## src/rtl/alu_muldiv.sv

```systemverilog
// Registered EX-stage ALU with 1-cycle logic/arith/compare ops and an iterative
// unsigned multiply/divide unit (one bit per cycle) feeding HI/LO.
//
//  state | meaning
//  IDLE  | ready for any op; single-cycle ops complete here
//  BUSY  | one MULTU/DIVU iteration per edge, ready low
//  DONE  | mul/div result presented with done; a new op may be accepted
module alu_muldiv #(
    parameter int WIDTH = 32
) (
    input  logic             clk,
    input  logic             rst,
    input  logic             start,
    input  logic [3:0]       aluOp,
    input  logic [WIDTH-1:0] a,
    input  logic [WIDTH-1:0] b,
    output logic             ready,
    output logic             done,
    output logic [WIDTH-1:0] out,
    output logic             zero,
    output logic [WIDTH-1:0] hi,
    output logic [WIDTH-1:0] lo
);

    localparam int CW = $clog2(WIDTH);
    localparam logic [CW-1:0] LAST_ITER = CW'(WIDTH - 1);

    localparam logic [3:0] OP_AND   = 4'b0000;
    localparam logic [3:0] OP_OR    = 4'b0001;
    localparam logic [3:0] OP_ADD   = 4'b0010;
    localparam logic [3:0] OP_SUB   = 4'b0110;
    localparam logic [3:0] OP_SLT   = 4'b0111;
    localparam logic [3:0] OP_SLTU  = 4'b1000;
    localparam logic [3:0] OP_XOR   = 4'b1001;
    localparam logic [3:0] OP_NOR   = 4'b1010;
    localparam logic [3:0] OP_MULTU = 4'b1011;
    localparam logic [3:0] OP_DIVU  = 4'b1100;
    localparam logic [3:0] OP_MFHI  = 4'b1101;
    localparam logic [3:0] OP_MFLO  = 4'b1110;

    typedef enum logic [1:0] {
        S_IDLE = 2'd0,
        S_BUSY = 2'd1,
        S_DONE = 2'd2
    } state_t;

    state_t           state_q;
    logic             ready_q, done_q, zero_q, is_div_q;
    logic [WIDTH-1:0] out_q, hi_q, lo_q;
    logic [WIDTH-1:0] wh_q, wl_q, opnd_q;
    logic [CW-1:0]    cnt_q;

    logic [WIDTH-1:0] alu_res;
    logic [WIDTH:0]   mul_sum, div_shift, div_diff;
    logic             div_ok;
    logic [WIDTH-1:0] step_hi, step_lo;
    logic             is_muldiv;

    always_comb begin
        alu_res = '0;
        case (aluOp)
            OP_AND:  alu_res = a & b;
            OP_OR:   alu_res = a | b;
            OP_ADD:  alu_res = a + b;
            OP_SUB:  alu_res = a - b;
            OP_SLT:  alu_res = {{(WIDTH-1){1'b0}}, ($signed(a) < $signed(b))};
            OP_SLTU: alu_res = {{(WIDTH-1){1'b0}}, (a < b)};
            OP_XOR:  alu_res = a ^ b;
            OP_NOR:  alu_res = ~(a | b);
            OP_MFHI: alu_res = hi_q;
            OP_MFLO: alu_res = lo_q;
            default: alu_res = '0;
        endcase
    end

    assign is_muldiv = (aluOp == OP_MULTU) || (aluOp == OP_DIVU);

    // Multiply: wh:wl holds partial product with the multiplier shifting out of wl.
    // Divide: wh is the running remainder, wl shifts dividend out and quotient in.
    always_comb begin
        mul_sum   = {1'b0, wh_q} + (wl_q[0] ? {1'b0, opnd_q} : '0);
        div_shift = {wh_q, wl_q[WIDTH-1]};
        div_diff  = div_shift - {1'b0, opnd_q};
        div_ok    = (div_shift >= {1'b0, opnd_q});
        if (is_div_q) begin
            step_hi = div_ok ? div_diff[WIDTH-1:0] : div_shift[WIDTH-1:0];
            step_lo = {wl_q[WIDTH-2:0], div_ok};
        end else begin
            step_hi = mul_sum[WIDTH:1];
            step_lo = {mul_sum[0], wl_q[WIDTH-1:1]};
        end
    end

    always_ff @(posedge clk) begin
        if (rst) begin
            state_q  <= S_IDLE;
            ready_q  <= 1'b1;
            done_q   <= 1'b0;
            out_q    <= '0;
            zero_q   <= 1'b1;
            hi_q     <= '0;
            lo_q     <= '0;
            wh_q     <= '0;
            wl_q     <= '0;
            opnd_q   <= '0;
            cnt_q    <= '0;
            is_div_q <= 1'b0;
        end else begin
            case (state_q)
                S_BUSY: begin
                    wh_q  <= step_hi;
                    wl_q  <= step_lo;
                    cnt_q <= cnt_q + CW'(1);
                    if (cnt_q == LAST_ITER) begin
                        hi_q    <= step_hi;
                        lo_q    <= step_lo;
                        out_q   <= step_lo;
                        zero_q  <= (step_lo == '0);
                        done_q  <= 1'b1;
                        ready_q <= 1'b1;
                        state_q <= S_DONE;
                    end
                end
                default: begin
                    done_q  <= 1'b0;
                    state_q <= S_IDLE;
                    if (start) begin
                        if (is_muldiv) begin
                            is_div_q <= (aluOp == OP_DIVU);
                            opnd_q   <= (aluOp == OP_DIVU) ? b : a;
                            wl_q     <= (aluOp == OP_DIVU) ? a : b;
                            wh_q     <= '0;
                            cnt_q    <= '0;
                            ready_q  <= 1'b0;
                            state_q  <= S_BUSY;
                        end else begin
                            out_q  <= alu_res;
                            zero_q <= (alu_res == '0);
                            done_q <= 1'b1;
                        end
                    end
                end
            endcase
        end
    end

    assign ready = ready_q;
    assign done  = done_q;
    assign out   = out_q;
    assign zero  = zero_q;
    assign hi    = hi_q;
    assign lo    = lo_q;

endmodule
```

## config.mk

```make
export PLATFORM = sky130hd
export DESIGN_NAME = alu_muldiv
export DESIGN_NICKNAME = d
export VERILOG_FILES = /design/src/rtl/alu_muldiv.sv
export SDC_FILE = /design/constraint.sdc
export NUM_CORES = 1
export LEC_CHECK = 0
export CAP_MARGIN = 20
export CORE_ASPECT_RATIO = 1.5
export CORE_UTILIZATION = 40
export CTS_CLUSTER_DIAMETER = 120
export DETAILED_ROUTE_END_ITERATION = 8
export PLACE_DENSITY = 0.7
export SYNTH_ARGS = -nofsm -noshare
export SYNTH_HDL_FRONTEND = slang
export SYNTH_SLANG_ARGS = --single-unit
```

## constraint.sdc

```tcl
create_clock -name clk -period 4 [get_ports clk]
set_input_delay 0.6 -clock clk [delete_from_list [all_inputs] [get_ports clk]]
set_output_delay 0.6 -clock clk [all_outputs]
set_load 0.01 [all_outputs]
```

# Yosys cells after proc, flatten, opt, wreduce, memory -nomap -nowiden
# Cells that the tools add are included.
# Widths: inputs -> output; s select.
# totals
ff_bits,203
input_bits,71
out_inout_bits,99
elab_cells,86
# classes
add_sub_neg,5
n_lt_le_gt_ge,3
n_eq_ne,15
n_mux,35
bitwise,5
n_reduce_logical,11
# ops
operator,n
$mux 32,16
$pmux 32 s10,1
$logic_not 32->1,2
$lt 32x32->1,2
$sub 32x32->32,2
$add 32x32->33,1
$ge 33x32->1,1
$add 32x32->32,1
$and 32x32->32,1
$not 32->32,1
$or 32x32->32,1
$xor 32x32->32,1
$eq 4x4->1 const B,7
$mux 5,3
$mux 1,13
$reduce_and 3->1,3
$eq 4x3->1 const B,2
$add 5x1->5 const B,1
$eq 5x5->1 const B,1
$eq 4x1->1 const B,1
$eq 4x2->1 const B,1
$logic_not 4->1,1
$mux 2,2
$reduce_and 2->1,2
6 further kinds,7

# Logic depth before layout (Yosys ltp)
# depth
word_depth,7
depth_mapped,15
depth_no_buf,15

# Worst setup path before layout
# OpenSTA, ideal clock, no wires.
# synth_timing
kind,input port to flip-flop
start,in a[0]
end,"reg zero_q, in the netlist zero"
setup_time_ns,0.059
arrival_time_ns,3.476
required_time_ns,3.941
path_slack_ns,0.466
stages,15
n_path_buf,0
cell_sequence,inv_1 > ha_1 > inv_1 > fa_1 > nor3b_2 > o311ai_2 > a31oi_1 > o21bai_1 > o211ai_1 > or4_1 > nor3_1 > and4bb_1 > nand4_1 > nor4_1 > a31o_1
# synth_via
elab_chain_len,7
word_cells_on_any_way,13
classes_between,2 x add/sub; 2 x order compare; 4 x mux; 4 x bitwise; 1 x reduce/logical
# synth_rtl
element,line,rtl
"start, declared",15,"input logic [WIDTH-1:0] a,"
branches (longest 2 deep; another with $sub 32x32->32),-,
$pmux 32 s10 *,61,case (aluOp)
$logic_not 32->1 *,138,zero_q <= (alu_res == '0);
$mux 1 *,128,if (is_muldiv) begin
$mux 1 *,127,if (start) begin
$mux 1 *,109,case (state_q)
"end signal, assigned",118,zero_q <= (step_lo == '0);
"end signal, assigned",138,
"end, declared",48,"logic ready_q, done_q, zero_q, is_div_q;"
# Mark *: on every way between the ends. The select of a mux whose other input is x is not followed.
# A chain may end at the register's enable or synchronous reset.

# Final worst setup path
# layout_timing
start,in b[10]
end,"reg out_q[21], in the netlist out[21]"
# layout_via
elab_chain_len,5
word_cells_on_any_way,6
classes_between,2 x add/sub; 4 x mux
# layout_rtl
element,line,rtl
"start, declared",16,"input logic [WIDTH-1:0] b,"
$sub 32x32->32 / $add 32x32->32 (equally long branches),"65, 64",
$pmux 32 s10 *,61,
$mux 32 *,128,
$mux 32 *,127,
$mux 32 *,109,
"end signal, assigned",117,out_q <= step_lo;
"end signal, assigned",137,out_q <= alu_res;
"end, declared",49,"logic [WIDTH-1:0] out_q, hi_q, lo_q;"
# Every way passes the cells marked *; elsewhere a longest branch is shown, timed or not. The select of a mux whose other input is x is not followed.

==> flow_summary.toml <==
[cts]
path_clk_slew_ns = 0.06
cts_buffer_depth = 3
clock_latency_ns = 0.54
cts_buffers = 23
cts_max_level = 1
clockRootBuffer = "clkbuf_16"
cts_tree = "done"
clock_sinks = 203

[yosys]
async_reset_ff_share_pct = 0
synth-edff-count = 0
syn_inst = 2470
ys_seq_area_share_pct = 22.0
synth_compound_area_share_pct = 30.0
synth_area_per_cell_sq_um = 7.48
netlist_area_sq_um = 18500
yosysWarnings = 0
yosys.area_share.simple_pct = 20.0
synthXorXnorAreaFrac_pct = 2.61
ys_types = 94
synth_top_family_by_area = "compound AO/OA/AOI/OAI gates"
ys_ff_latch = 203
synth_top_flop_cell = "dfxtp_1"
synth_fa_ha_area_share_pct = 11.6
syn_nets = 2710
synth_mux_area_share_pct = 7.27

[critical_path]
crit_path_top_delay_cell = "clkdlybuf4s50_1"
cp_cell_sequence = "clkdlybuf4s50_1, inv_1, ha_1, nand2b_1, a221oi_1, buf_4, o311ai_0, a31oi_1, buf_4, buf_4, nor4b_1, o31a_1, a31oi_1, xnor2_1, o21ai_0, buf_4, o211ai_1, a21oi_1"
r2r_setup_slack_ns = 0.13
cp-start-kind = "input port"
slowest_delay_ns = 0.51
crit_fanout = 4
crit_top_cell = "buf_4"
crit_path_end_kind = "register"
arrival_ns = 4.30
crit_required_ns = 4.37
r2r_end = "wh_q[30]$_SDFFE_PP0P_"
critPathKind = "in2reg"
worst_r2r_path_depth = 15
r2r-start = "wl_q[31]$_SDFFE_PP0P_"

[routing]
via_per_inst = 6.01
totalWireLength_microns = 86700
wl_per_cell_microns = 24.4
final_antenna_net_count = 0
vias = 21400
first_iter_violations = 1885
drc_errors = 0
dr.pass1.iters = 5

[floorplanning]
io_pins = 170
dieArea_sq_um = 47100
fp-row-count = 96
die-width_microns = 178
start_util_pct = 40.5
core_sq_um = 45600
die_h_microns = 265

[grt]
track_usage_pct = 36.2
grt_max_degree = 85
grt_pass1_vias = 20900
grt_pass1_wl_microns = 129000
gr-total-overflow = 0
antenna_found_initial = 3

[min_path]
hold_class = "in2reg"
min_path_cells = 2
worstHoldStart = "rst"
worstHoldEndpoint = "wl_q[0]$_SDFFE_PP0P_"

[timing]
finalCritPeriodShare_pct = 98.4
max_slew_margin_pct = 27.3
period_needed_ns = 3.94
setup_viol = 0
drv_slew = 0
layout_setup_ws_ns = 0.0640
clock_skew_ns = 0.0147
rsz0062_at_grt = "true"
worst_pin_slew_ns = 1.09
fin_setup_tns_ns = 0
fmax_ghz = 0.254
hold_viol_final = 0

[layout]
drive_above_1_share_pct = 19.0
area_growth_pct = 34.0
stdcell_count = 3554
num-nets-final = 3189

[power]
vdd_ir_drop_max_uv = 308
power_density_nw_per_um2 = 281
leakagePower_nw = 10.6

[place]
post-dp-hpwl_microns = 69800
finalWeightedCongestion = 1.00
portBuffers = 169
place_ws_ns = -0.659
dp_cells = 3506

[outcome]
status = "completed"

[flow_run]
drv_cap = 0
-- report_power, final --
group | leakage, nW | switching [W] | total (W) | internal (W)
Combinational | 8.59 | 0.00137 | 0.00250 | 0.00113
Clock | 0.396 | 0.000925 | 0.00235 | 0.00142
Sequential | 1.64 | 0.0000389 | 0.00211 | 0.00207
Total | 10.6 | 0.00234 | 0.00696 | 0.00462
-- Yosys cell counts (10+ instances only) --
library cell | count | area share (%)
nor2_1 | 259 | 5.3
a31oi_1 | 27 | 0.91
o21ai_1 | 10 | 0.27
a22oi_1 | 28 | 1.1
inv_1 | 152 | 3.1
a221oi_1 | 39 | 1.8
a21oi_1 | 213 | 5.8
nor4_1 | 18 | 0.61
buf_1 | 14 | 0.28
xnor2_1 | 37 | 1.8
o21a_1 | 15 | 0.61
a21o_1 | 39 | 1.6
nand2b_1 | 31 | 1.0
nor3_1 | 54 | 1.5
dfxtp_1 | 203 | 22
o22ai_1 | 23 | 0.78
nor2b_1 | 22 | 0.74
or3_1 | 15 | 0.51
xor2_1 | 18 | 0.85
mux2i_1 | 123 | 6.7
a22o_1 | 51 | 2.4
o21ai_0 | 146 | 4.0
and3_1 | 17 | 0.58
o31ai_1 | 13 | 0.53
ha_1 | 165 | 11
clkbuf_1 | 106 | 2.2
nand2_1 | 221 | 4.5
o211ai_1 | 31 | 1.3
mux2_2 | 10 | 0.61
nand4_1 | 24 | 0.81
nand3_1 | 44 | 1.2
a211oi_1 | 47 | 1.9
and2_1 | 37 | 1.3
o21bai_1 | 13 | 0.53
buf_2 | 23 | 0.62
-- state kept, by name, indices dropped and copies added, names as in the netlist --
signal and cells:
out 32, zero 1, done 1, wh_q 32, ready 1, lo 32
is_div_q 1, wl_q 32, hi 32, state_q 2, opnd_q 32, cnt_q 5
-- worst max-delay path, delay by kind of cell --
| kind | cells | cell delay [ns] |
|---|---|---|
| AOI/OAI and AO/OA | 8 | 1.38 |
| and+or+nand+nor | 2 | 0.51 |
| buffers and inverters | 6 | 1.25 |
| adders and majority gates | 1 | 0.35 |
| xor gates and xnor gates | 1 | 0.19 |
-- worst max path at each step --
stage	start	endpoint	slack, ns	cells after the start
after detailed placement	a[0]	out[0]$_SDFFE_PP0P_	-0.66	19
final	b[10]	out[21]$_SDFFE_PP0P_	0.06	18
after global routing	a[2]	zero$_SDFFE_PP1P_	-0.02	17
after floorplan	a[0]	zero$_SDFFE_PP1P_	0.47	15
after CTS	a[0]	zero$_SDFFE_PP1P_	0.0003	18
after global placement	a[0]	out[30]$_SDFFE_PP0P_	-0.63	20
-- final cells by class --
| class | instances | area (sq um) |
|---|---|---|
| Clock inverter | 12 | 209 |
| Clock buffer | 28 | 614 |
| Fill cell | 4404 | 20900 |
| Sequential cell | 203 | 4070 |
| Multi-Input combinational cell | 1962 | 13500 |
| Timing Repair Buffer | 605 | 5110 |
| Tap cell | 588 | 736 |
| Inverter | 154 | 578 |
| Antenna cell | 2 | 5.00 |
-- metal layers --
| layer | global-route usage (%) | wire (microns) | up-vias |
|---|---|---|---|
| met5 | 0 | 13 | - |
| met2 | 62.6 | 41600 | 885 |
| met4 | 17.6 | 4760 | 2 |
| met1 | 44.6 | 35400 | 10300 |
| li1 | - | - | 9998 |
| met3 | 3.42 | 4920 | 210 |
-- timing repair --
action / 4_1_cts / 5_1_grt
cloned: 0 / 0
pin swaps: 3 / 6
resized for setup: 11 / 34
setup endpoints to repair: 7 / 63
hold buffers: 0 / 0
buffers inserted: 2 / 4
-- metrics by stage --
step	hold slack, ns	cell area, sq um	util, %	total power, W
6_report	0.442	24800	54.3	0.00696
4_1_cts	0.429	24600	53.9	0.00691
3_5_place_dp	0.443	23700	51.9	0.00454
3_3_place_gp	0.441	23700	51.9	0.00454
5_1_grt	0.446	24800	54.3	0.00722
2_1_floorplan	0.444	18500	-	0.00339
-- kinds of logic (layout without fill, tap and decap cells) --
kind of cell,count (synthesis),after routing
AO/OA/AOI/OAI,819,819
AND/OR/NAND/NOR,786,786
buffers and inverters,305,799
flip-flops,203,203
adder cells (fa/ha/maj),169,169
multiplexers,133,133
XOR/XNOR,55,55
other,0,2
-- cells in the final DEF, fill, tap and decap left out, types with 10 or more instances in the layout --
cell,instances
mux2i_1,123
xor2_1,18
nor4_1,15
a22oi_1,27
or3_1,15
nand4_1,24
buf_4,425
a31oi_1,24
o21ai_1,12
buf_12,11
a211oi_1,44
and3_1,16
xnor2_1,37
o21a_1,15
a21oi_1,208
clkbuf_16,23
o211ai_1,31
clkdlybuf4s50_1,164
nor2b_1,19
o31ai_1,11
dfxtp_1,202
nor2_1,259
a22o_1,51
and2_1,37
nand2b_1,31
a21o_1,39
o21ai_0,143
o21bai_1,13
mux2_2,10
nor3_1,50
a221oi_1,34
inv_1,151
nand3_1,44
o22ai_1,23
nand2_1,221
ha_1,162
Note: power is estimated with default switching activity, not from simulation.
==> patch 1 (same flow settings) <==
`WIDTH`: 32 -> 16.
--- a/src/rtl/alu_muldiv.sv
+++ b/src/rtl/alu_muldiv.sv
@@ -6,7 +6,7 @@
 //  BUSY  | one MULTU/DIVU iteration per edge, ready low
 //  DONE  | mul/div result presented with done; a new op may be accepted
 module alu_muldiv #(
-    parameter int WIDTH = 32
+    parameter int WIDTH = 16
 ) (
     input  logic             clk,
     input  logic             rst,
Ports: changed (5 resized); port bits go from 170 to 90. The function was not compared with the original's and may differ.
==> patch 1 against the unedited design <==
Worst setup slack improved by 0.16 ns; routed wire length fell by 57%; sequential cell count fell by 97; count of clock-buffer cells in the layout fell by 19; sequential power fell by 47%; synthesized area fell by 48%; non-clock buffer count fell by 403; power fell by 57%; via count fell by 50%; die area fell by 48%; synthesized cell count fell by 49%; design area fell by 52%; critical endpoint is now out[12]; largest cell class unchanged; largest power group is now sequential cells.
==> patch 1: results (changes against the unedited design) <==
| Metric | Value |
|---|---|
| Latest clock arrival within the worst-skew pair | `0.36 ns (-0.18 ns)` |
| Max VDD drop | `0.1953 mV (-37%)` |
| Ratio of cells with drive above 1 in the final layout | `0.1171 (-0.07255)` |
| Drt pass-1 iters | `6 (+1)` |
| Ant diodes | `0 (-2)` |
| Largest net degree at the start of global routing | `98 (+15%)` |
| Synth cell count leaders | `nor2_1 (145), dfxtp_1 (106), nand2_1 (87), ha_1 (83), a21oi_1 (80)` |
| Global-route wire length before repair | `57,080 µm (-56%)` |
| Worst Reg2Reg Path Length in Cells | `12 (-3)` |
| Slowest Stage Delay on Critical Path | `0.57 ns (+0.06 ns)` |
| CTS Buf Count | `9 (-61%)` |
| Worst hold-check path type | `reg2reg` |
| Sequential area share after synthesis | `0.2203 (+0.0004862)` |
| Antenna violations before repair | `0 (-3)` |
| Status | `completed` |
| Gpl congestion | `1.018 (+1.8%)` |
| Port Buf Inserts | `89 (-47%)` |
| Final #Nets | `1,522 (-52%)` |
| Power Sequential | `1.11 mW (-47%)` |
| Worst-margin pin slew | `0.9870 ns (-0.1022 ns)` |
| Dpl hpwl | `29,530 µm (-58%)` |
| H-tree depth | `3 (+2)` |
| Synth Net Count | `1,397 (-48%)` |
| Post-DR vias/cell | `6.167 (+2.6%)` |
| Synth top area cells | `dfxtp_1 (22%), ha_1 (11%), nor2_1 (5.7%), mux2i_1 (4.6%), a21oi_1 (4.2%)` |
| Post-CTS setup buffers | `0 (-2)` |
| Crit path DAT | `4.05 ns (-0.25 ns)` |
| Avg WL per Cell | `21.73 µm (-11%)` |
| Static Leak | `4.637 nW (-56%)` |
| Maximum clock insertion buffer count | `2 (-1)` |
| Vias in the first global route | `10,240 (-51%)` |
| Max FO, Critical Path | `3 (-1)` |
patch 1: metal layers:
metal,track usage,part of all wire
met5,0,0
met4,0.2543,0.085
met3,0.02674,0.057
met2,0.5281,0.49
met1,0.3385,0.37
patch 1: final timing paths:
kind | start | endpoint
setup / recovery | a[0] | out[12]
hold / removal | out[3] | out[3]
setup reg to reg | opnd_q[1] | zero
hold reg to reg | out[3] | out[3]
patch 1: cell type report:
class                      count  area (µm²)  area share
sequential                   106        2123      0.1804
inverter                      70       262.8     0.02232
tap                          319       399.1     0.03390
multi-input combinational   1007        6897      0.5858
clock buffer                   9       225.2     0.01913
timing repair buffer         202        1812      0.1539
clock inverter                 7       53.80    0.004570
patch 1: stage by stage:
step	std cells	setup slack (ns)	hold slack, ns	area, µm²
2_1_floorplan	1271	0.9354	0.4523	9632
6_report	1720	0.2279	0.4609	11770
3_5_place_dp	1703	-0.1211	0.4539	11490
4_1_cts	1719	0.2344	0.4666	11770
3_3_place_gp	1703	-0.08617	0.4436	11490
5_1_grt	1720	0.04761	0.4918	11770
patch 1: worst max-delay path: cells and delay by family:
kind	cells	cell delay, ns
compound gates	7	1.72
simple gates	2	0.38
buf+inv	3	0.68
fa+ha+maj	2	0.66
patch 1: kinds of logic (layout without fill, tap and decap cells):
logic type | after synthesis | in the layout | synth area share
AOI/OAI and AO/OA | 399 | 399 | 0.2896
xor gates and xnor gates | 20 | 20 | 0.01819
adders and majority gates | 87 | 87 | 0.1161
buffers and inverters | 158 | 288 | 0.06521
DFF | 106 | 106 | 0.2203
muxes | 50 | 50 | 0.05313
and+or+nand+nor | 451 | 451 | 0.2375
==> patch 2 (same flow settings) <==
Without the edit above. Remove the case item `OP_SUB` of the case on `aluOp`.
--- a/src/rtl/alu_muldiv.sv
+++ b/src/rtl/alu_muldiv.sv
@@ -62,7 +62,6 @@
             OP_AND:  alu_res = a & b;
             OP_OR:   alu_res = a | b;
             OP_ADD:  alu_res = a + b;
-            OP_SUB:  alu_res = a - b;
             OP_SLT:  alu_res = {{(WIDTH-1){1'b0}}, ($signed(a) < $signed(b))};
             OP_SLTU: alu_res = {{(WIDTH-1){1'b0}}, (a < b)};
             OP_XOR:  alu_res = a ^ b;
Check against the original RTL: not equivalent (Yosys sat finds a counterexample within 4 cycles, from zero or initial values and one cycle with rst high).
==> patch 2 against the unedited design <==
Synthesized area is 7.4% lower; worst setup slack gained 0.087 ns; critical path depth down 3; final cell count fell by 11%; power down 13%; design area is 12% lower; sequential cell count stayed put; first-iteration DRC count down 7.6%; routed wire length down 18%; critical endpoint is now wh_q[27].
==> patch 2: results (changes against the unedited design) <==
| Metric | Value |
|---|---|
| Status | `completed` |
| Avg WL per Cell | `22.47 µm (-7.9%)` |
| Largest net degree at the start of global routing | `78 (-8.2%)` |
| Iter 0 DRT Violations | `1,741 (-7.6%)` |
| GRT met3 Usage | `0.03268 (-0.001480)` |
| Synth Net Count | `2,520 (-7.0%)` |
| Met2 usage | `0.5458 (-0.08057)` |
| Crit path max-delay cell type | `dfxtp_1` |
| Drt pass-1 iters | `8 (+3)` |
| Sequential area share after synthesis | `0.2373 (+0.01751)` |
| Final #Nets | `2,828 (-11%)` |
| Dpl hpwl | `56,500 µm (-19%)` |
| Global-route wire length before repair | `108,500 µm (-16%)` |
| Critical Path Start Type | `flop` |
| Hold Path End | `out[28]` |
| Hold wc startpoint | `out[28]` |
| Worst hold-check path type | `reg2reg` |
| Crit path DAT | `4.28 ns (-0.02 ns)` |
| Worst clock skew | `0.02211 ns (+0.007400 ns)` |
| Synth top area cells | `dfxtp_1 (24%), ha_1 (12%), a21oi_1 (6.3%), nor2_1 (4.8%), nand2_1 (4.3%)` |
| Layout fillers | `4,140 (-6.0%)` |
| Synth cell count leaders | `nor2_1 (221), a21oi_1 (214), dfxtp_1 (203), nand2_1 (195), ha_1 (162)` |
| Antenna violations before repair | `0 (-3)` |
| Gr usage total | `0.3232 (-0.03929)` |
| Max VDD drop | `0.2529 mV (-18%)` |
| Critical Path Sink | `wh_q[27]` |
| Ant diodes | `0 (-2)` |
| Slowest Stage Delay on Critical Path | `0.41 ns (-0.10 ns)` |
| Crit path from | `wl_q[0]` |
| Ratio of cells with drive above 1 in the final layout | `0.1335 (-0.05612)` |
| Via Count | `18,710 (-12%)` |
| Vias in the first global route | `18,360 (-12%)` |
| Max FO, Critical Path | `13 (+9)` |
| Dpl ws | `-0.3620 ns (+0.2966 ns)` |
| FMAX | `259.8 MHz (+2.3%)` |
| Static Leak | `9.348 nW (-12%)` |
| Synth unique cells | `90 (-4.3%)` |
## patch 2: power breakdown
group          switching (mW)  internal (mW)
Combinational            1.04          0.752
Sequential             0.0322           2.06
Clock                   0.885           1.29
Total                    1.95           4.11
## patch 2: cells by family after synthesis
kind of cell / Yosys count / synth area share
AOI/OAI and AO/OA: 822 / 0.3187
buffers and inverters: 294 / 0.06810
adders and majority gates: 165 / 0.1219
DFF: 203 / 0.2373
muxes: 60 / 0.03544
and+or+nand+nor: 675 / 0.1852
xor gates and xnor gates: 65 / 0.03325
## patch 2: metrics by stage
| stage | utilization | instances | hold slack [ns] | cell area, µm² |
|---|---|---|---|---|
| finish | 0.5183 | 3171 | 0.4466 | 21840 |
| CTS | 0.5180 | 3171 | 0.4512 | 21820 |
| global route | 0.5183 | 3171 | 0.4691 | 21840 |
| detailed placement | 0.5000 | 3133 | 0.4436 | 21070 |
| global placement | 0.5000 | 3133 | 0.4344 | 21070 |
| floorplan | - | 2284 | 0.4536 | 17120 |
## patch 2: timing repair
action / in CTS / in global routing
setup endpoints to repair: 1 / 4
hold endpoints to repair: 0 / 0
gates resized for setup: 1 / 2
buffers inserted: 0 / 0
## patch 2: cell type report
| cell class | instances | area, µm² | share of cell area |
|---|---|---|---|
| sequential | 203 | 4068 | 0.1863 |
| timing repair buffer | 439 | 3804 | 0.1742 |
| multi-input combinational | 1787 | 11980 | 0.5484 |
| tap | 564 | 705.7 | 0.03232 |
| clock inverter | 9 | 131.4 | 0.006017 |
| clock buffer | 29 | 626.9 | 0.02871 |
| inverter | 140 | 525.5 | 0.02407 |
## patch 2: routing by layer
metal  up-vias  wire length (µm)
met5         -                 0
met4         0              3771
met3       155              4014
met2       754             33920
met1      8880             29560
li1       8919                 -
